File: config.mk
export PLATFORM = sky130hd
export DESIGN_NAME = fir_prog
export DESIGN_NICKNAME = d
export VERILOG_FILES = /design/src/rtl/fir_prog_pkg.sv /design/src/rtl/fir_scale.sv /design/src/rtl/fir_prog.sv
export SDC_FILE = /design/constraint.sdc
export NUM_CORES = 1
export LEC_CHECK = 0
export BUFFER_PORTS_ARGS = -buffer_cell sky130_fd_sc_hd__buf_2
export CORE_ASPECT_RATIO = 2
export CORE_UTILIZATION = 65
export DETAILED_ROUTE_END_ITERATION = 7
export HOLD_SLACK_MARGIN = 0.03
export PLACE_DENSITY = 0.83
export REMOVE_ABC_BUFFERS = 1
export SLEW_MARGIN = 20
export SYNTH_ARGS = -nofsm -noshare
export SYNTH_HDL_FRONTEND = slang
export SYNTH_SLANG_ARGS = --single-unit
File: constraint.sdc
create_clock -name clk -period 14.9 [get_ports clk]
set_input_delay 2.98 -clock clk [delete_from_list [all_inputs] [get_ports clk]]
set_output_delay 2.98 -clock clk [all_outputs]
set_load 0.005 [all_outputs]
File: src/rtl/fir_prog_pkg.sv
// Shared state encoding, width helpers and reset coefficient for the
// programmable multi-channel FIR filter.
package fir_prog_pkg;

   typedef enum logic [1:0] {
      IDLE,
      MAC,
      SCALE,
      HOLD
   } state_t;

   // All taps at 1 makes a freshly reset filter a plain moving sum.
   localparam int DEFAULT_COEF = 1;

   function automatic int calc_acc_w(input int b, input int c, input int h);
      return b + c + $clog2(h);
   endfunction

   function automatic int calc_k_w(input int h);
      return $clog2(h);
   endfunction

   function automatic int calc_ch_w(input int n);
      return (n > 1) ? $clog2(n) : 1;
   endfunction

endpackage

File: src/rtl/fir_scale.sv
// Output scaler: arithmetic right shift with round-half-up, then saturation
// of the result to the signed output width.
module fir_scale #(
   parameter int bW   = 8,
   parameter int accW = 19,
   parameter int sW   = 5
) (
   input  logic signed [accW-1:0] acc,
   input  logic        [sW-1:0]   s,
   output logic signed [bW-1:0]   data,
   output logic                   sat
);

   localparam logic signed [accW:0] SAT_HI = {{(accW + 2 - bW){1'b0}}, {(bW - 1){1'b1}}};
   localparam logic signed [accW:0] SAT_LO = {{(accW + 2 - bW){1'b1}}, {(bW - 1){1'b0}}};

   logic        [accW:0] rnd;
   logic signed [accW:0] sum;
   logic signed [accW:0] r;

   // One extra bit of headroom so adding the rounding constant cannot wrap.
   always_comb begin
      rnd = '0;
      if (s != '0) begin
         rnd = (accW + 1)'(1) << (s - sW'(1));
      end
   end

   assign sum = $signed({acc[accW-1], acc}) + $signed(rnd);
   assign r   = sum >>> s;

   always_comb begin
      data = r[bW-1:0];
      sat  = 1'b0;
      if (r > SAT_HI) begin
         data = SAT_HI[bW-1:0];
         sat  = 1'b1;
      end else if (r < SAT_LO) begin
         data = SAT_LO[bW-1:0];
         sat  = 1'b1;
      end
   end

endmodule

File: src/rtl/fir_prog.sv
// Programmable multi-channel signed FIR: per-channel delay lines feeding one
// shared multiply-accumulate that processes a single tap per cycle.
module fir_prog
   import fir_prog_pkg::*;
#(
   parameter int  bW   = 8,
   parameter int  cW   = 8,
   parameter int  hC   = 5,
   parameter int  nCh  = 2,
   localparam int chW  = calc_ch_w(nCh),
   localparam int kW   = calc_k_w(hC),
   localparam int accW = calc_acc_w(bW, cW, hC),
   localparam int sW   = $clog2(accW)
) (
   input  logic                 clk,
   input  logic                 rst,
   input  logic                 in_valid,
   output logic                 in_ready,
   input  logic [chW-1:0]       in_ch,
   input  logic signed [bW-1:0] in_data,
   input  logic                 coef_we,
   input  logic [kW-1:0]        coef_addr,
   input  logic signed [cW-1:0] coef_data,
   input  logic [sW-1:0]        shift,
   output logic                 out_valid,
   input  logic                 out_ready,
   output logic [chW-1:0]       out_ch,
   output logic signed [bW-1:0] out_data,
   output logic                 out_sat
);

   state_t state, next_state;

   logic signed [bW-1:0]      dly  [nCh][hC];
   logic signed [cW-1:0]      coef [hC];
   logic signed [accW-1:0]    acc;
   logic        [kW-1:0]      k;
   logic        [chW-1:0]     ch;
   logic signed [bW+cW-1:0]   prod;
   logic signed [accW-1:0]    prod_ext;
   logic        [sW-1:0]      s;
   logic signed [bW-1:0]      scaled;
   logic                      scaled_sat;
   logic                      ch_ok;
   logic                      addr_ok;
   logic                      accept;
   logic                      coef_wr;
   logic                      last_tap;

   // Range checks collapse to constants when the field width exactly covers the count.
   if (nCh == (1 << chW)) begin : g_ch_full
      assign ch_ok = 1'b1;
   end else begin : g_ch_part
      assign ch_ok = (in_ch < chW'(nCh));
   end

   if (hC == (1 << kW)) begin : g_addr_full
      assign addr_ok = 1'b1;
   end else begin : g_addr_part
      assign addr_ok = (coef_addr < kW'(hC));
   end

   assign in_ready  = (state == IDLE) && rst;
   assign out_valid = (state == HOLD);
   assign accept    = in_valid && in_ready;
   assign coef_wr   = coef_we && addr_ok && (state == IDLE);
   assign last_tap  = (k == kW'(hC - 1));

   assign prod     = (bW + cW)'(coef[k]) * (bW + cW)'(dly[ch][k]);
   assign prod_ext = {{(accW - bW - cW){prod[bW+cW-1]}}, prod};
   assign s        = (shift > sW'(accW - 1)) ? sW'(accW - 1) : shift;

   fir_scale #(
      .bW   (bW),
      .accW (accW),
      .sW   (sW)
   ) u_scale (
      .acc  (acc),
      .s    (s),
      .data (scaled),
      .sat  (scaled_sat)
   );

   always_ff @(posedge clk or negedge rst) begin
      if (!rst) begin
         state <= IDLE;
      end else begin
         state <= next_state;
      end
   end

   // A sample on a nonexistent channel is consumed but never enters the MAC.
   always_comb begin
      next_state = state;
      case (state)
         IDLE:    if (in_valid && ch_ok) next_state = MAC;
         MAC:     if (last_tap) next_state = SCALE;
         SCALE:   next_state = HOLD;
         HOLD:    if (out_ready) next_state = IDLE;
         default: next_state = IDLE;
      endcase
   end

   always_ff @(posedge clk or negedge rst) begin
      if (!rst) begin
         acc <= '0;
         k   <= '0;
         ch  <= '0;
      end else begin
         case (state)
            IDLE: begin
               if (accept && ch_ok) begin
                  acc <= '0;
                  k   <= '0;
                  ch  <= in_ch;
               end
            end
            MAC: begin
               acc <= acc + prod_ext;
               k   <= k + kW'(1);
            end
            default: ;
         endcase
      end
   end

   always_ff @(posedge clk or negedge rst) begin
      if (!rst) begin
         for (int c = 0; c < nCh; c++) begin
            for (int t = 0; t < hC; t++) begin
               dly[c][t] <= '0;
            end
         end
      end else if (accept && ch_ok) begin
         for (int c = 0; c < nCh; c++) begin
            if (in_ch == chW'(c)) begin
               dly[c][0] <= in_data;
               for (int t = 1; t < hC; t++) begin
                  dly[c][t] <= dly[c][t-1];
               end
            end
         end
      end
   end

   // Coefficient writes land on the accept edge, so the MAC already sees them.
   always_ff @(posedge clk or negedge rst) begin
      if (!rst) begin
         for (int t = 0; t < hC; t++) begin
            coef[t] <= cW'(DEFAULT_COEF);
         end
      end else if (coef_wr) begin
         for (int t = 0; t < hC; t++) begin
            if (coef_addr == kW'(t)) begin
               coef[t] <= coef_data;
            end
         end
      end
   end

   always_ff @(posedge clk or negedge rst) begin
      if (!rst) begin
         out_data <= '0;
         out_sat  <= 1'b0;
         out_ch   <= '0;
      end else if (state == SCALE) begin
         out_data <= scaled;
         out_sat  <= scaled_sat;
         out_ch   <= ch;
      end
   end

endmodule

==> impl_metrics.yaml <==
worst_setup_path:
  critPathSlowestCell: "a211oi_1"
  path_buf_inv: 1
  crit_family: "compound AO/OA/AOI/OAI gates"
  worstSetupPathType: "in -> reg"
  critPathCaptureType: "flip-flop"
  arrival_ns: 8.82
  cpPeakStageDelay_ns: 0.69
  worstPathMaxFanout: 23
  cp_cell_sequence: "buf_2 > o31ai_2 > nand2_1 > nand2_1 > nor2_1 > ha_1 > o21ai_0 > o21ai_1 > a211oi_1 > a211oi_1 > o22ai_1 > a211oi_1 > a211oi_1 > or3_1 > o31ai_2 > and2_1 > a311o_1"
  critPathRequiredTime_ns: 15.28
  startpoint_type: "input port"
  path_common_cell: "a211oi_1"
sta:
  finalSetupViolCount: 0
  worstMarginPinSlew_ns: 1.115
  fin_tns_setup_ns: 0
  period_minus_slack_ns: 8.438
  report.final.slew_viol_count: 0
  slew_headroom_pct: 24.90
  rsz0062_at_grt: "false"
  timing.fmax_mhz: 118.5
  finalCritPeriodShare_pct: 56.63
  skew_ns: 0.01344
  finalHoldViolCount: 0
clocking:
  clock_sinks: 155
  clockBufferDepth: 2
  cts-hold-fix-buffers: 0
  cts_tree: "yes"
  htreeDepth: 4
  postCtsSetupRepairBufs: 0
  clk_latency_ns: 0.45
  path_clk_slew_ns: 0.06
  cts_made_buffers: 17
  root_buffer: "clkbuf_16"
  post_cts_resized: 0
global_route:
  grt_pass1_vias: 11260
  grt_usage_pct: 37.75
  grt_antenna_before_repair: 0
  overflow: 0
  grt_max_degree: 73
  grt_pass1_wl_um: 57450
placement:
  dp_hpwl_um: 25890
  gp_congestion: 0.9632
  io_buffer_count: 41
worst_hold_path:
  hold_class: "reg -> reg"
detailed_routing:
  drtPass1Iterations: 7
  routedWlPerCell_um: 23.08
  num_vias: 10290
  drcViolationCount: 0
  drt_iter0_drc: 610
  antenna_left: 0
  routed_wl_um: 35820
  viasPerCell: 6.630
die:
  core_um2: 19460
  io_pins: 42
  start_util_pct: 66.85
  dieArea_um2: 20620
  die_x_um: 102.0
  die_y_um: 202.1
  fp-row-count: 72
layout:
  diodes: 0
  area_growth_pct: 7.002
  final_cell_mix: "150 x dfrtp_1, 131 x mux2_2, 114 x inv_1"
  final_nets: 1466
  final_common_cell: "dfrtp_1"
  drive_above_1_share_pct: 20.19
logic_synthesis:
  yosysSeqAreaShare_pct: 29.86
  ys_types: 83
  async_flop_share_pct: 100.0
  synth_area_um2: 13010
  ys.flop_type: "dfrtp_1"
  ys_seq_elements: 155
  synth_edf_count: 0
  yosysWarningCount: 0
  synthCells: 1273
  avgSynthCellArea_um2: 10.22
outcome:
  status: "finished, final reports clean"
job:
  cap_violations: 0
## kinds of logic (layout without fill, tap and decap cells)
logic type / after synthesis / after routing / share of synthesized area, %
muxes: 191 / 191 / 17.78
AOI/OAI and AO/OA: 254 / 254 / 13.90
adders and majority gates: 154 / 154 / 19.72
xor gates and xnor gates: 25 / 25 / 1.683
DFF: 155 / 155 / 29.86
buffers and inverters: 176 / 196 / 5.376
and+or+nand+nor: 317 / 317 / 11.65
other: 1 / 1 / 0.02883
## synthesized netlist by cell type, drive strengths merged (18+ instances only)
| cell | count | share of area [%] |
|---|---|---|
| a21oi | 46 | 1.9 |
| ha | 69 | 6.6 |
| mux2i | 41 | 3.2 |
| dfrtp | 150 | 29 |
| nand2 | 110 | 3.2 |
| o21ai | 56 | 2.2 |
| a211oi | 23 | 1.4 |
| nor2 | 86 | 2.5 |
| clkbuf | 34 | 0.98 |
| fa | 85 | 13 |
| and2 | 18 | 0.87 |
| buf | 26 | 1.0 |
| inv | 115 | 3.3 |
| mux4 | 19 | 3.3 |
| mux2 | 131 | 11 |
## final cells by class
| class | instances | area [um^2] |
|---|---|---|
| fillers | 1444 | 5539 |
| inverters | 116 | 435.4 |
| flip-flops and latches | 155 | 3885 |
| clock buffers | 21 | 450.4 |
| clock inverters | 9 | 116.4 |
| well taps | 259 | 324.1 |
| multi-input cells | 942 | 8429 |
| repair buffers | 50 | 279.0 |
## stage by stage
stage                     hold slack, ns  utilization, %  cell area [um^2]  std cells  setup slack (ns)
after floorplan                   0.4719               -             12740       1213             7.768
after global placement            0.4842           68.62             13350       1522             6.460
after detailed placement          0.4926           68.62             13350       1522             6.419
after CTS                         0.5063           71.53             13920       1552             6.885
after global routing              0.5139           71.53             13920       1552             5.838
final                             0.5005           71.53             13920       1552             6.462
## layer usage
layer  GRT usage, %  vias to the layer above  share of wire (%)
met5              0                        -                  0
li1               -                     4515                  -
met1          34.77                     5084                 32
met3          9.544                      238                5.6
met4          32.91                        0                9.8
met2          66.13                      452                 53
## worst reg2reg max path: stages, from the launching register on
cell	delay (ns)
dfrtp_1	0.95
nand3_1	0.55
o22ai_1	0.79
nand2_1	0.60
inv_1	0.27
fa_1	0.48
fa_1	0.55
fa_1	0.45
fa_1	0.58
fa_1	0.42
ha_1	0.35
a21o_1	0.18
a21o_1	0.21
a21oi_1	0.26
o21ai_0	0.19
a2111oi_0	0.42
nor3_1	0.17
a31o_2	0.29
xnor2_1	0.13
o31ai_1	0.18
## final timing paths
kind,startpoint,end,slack [ns],depth (start not counted)
max,shift[2],out_data[5]$_DFFE_PN0P_,6.46,17
min,coef[34]$_DFFE_PN0P_,coef[34]$_DFFE_PN0P_,0.50,1
max reg2reg,k[2]$_DFFE_PN0P_,acc[17]$_DFFE_PN0P_,6.82,19
min reg2reg,coef[34]$_DFFE_PN0P_,coef[34]$_DFFE_PN0P_,0.50,1
max in group asynchronous,rst,dly[6]$_DFFE_PN0P_,11.28,2
min in group asynchronous,rst,acc[15]$_DFFE_PN0P_,2.42,1
## sequential cells by signal, summed over array words and instances, names as in the netlist
register,count
dly,80
k,3
coef,40
out_sat,1
ch,1
acc,19
state,2
out_data,8
out_ch,1
Power is left out: the tool's default activity adds up to more than one toggle a clock period on the data nets, which glitch-free logic cannot reach.
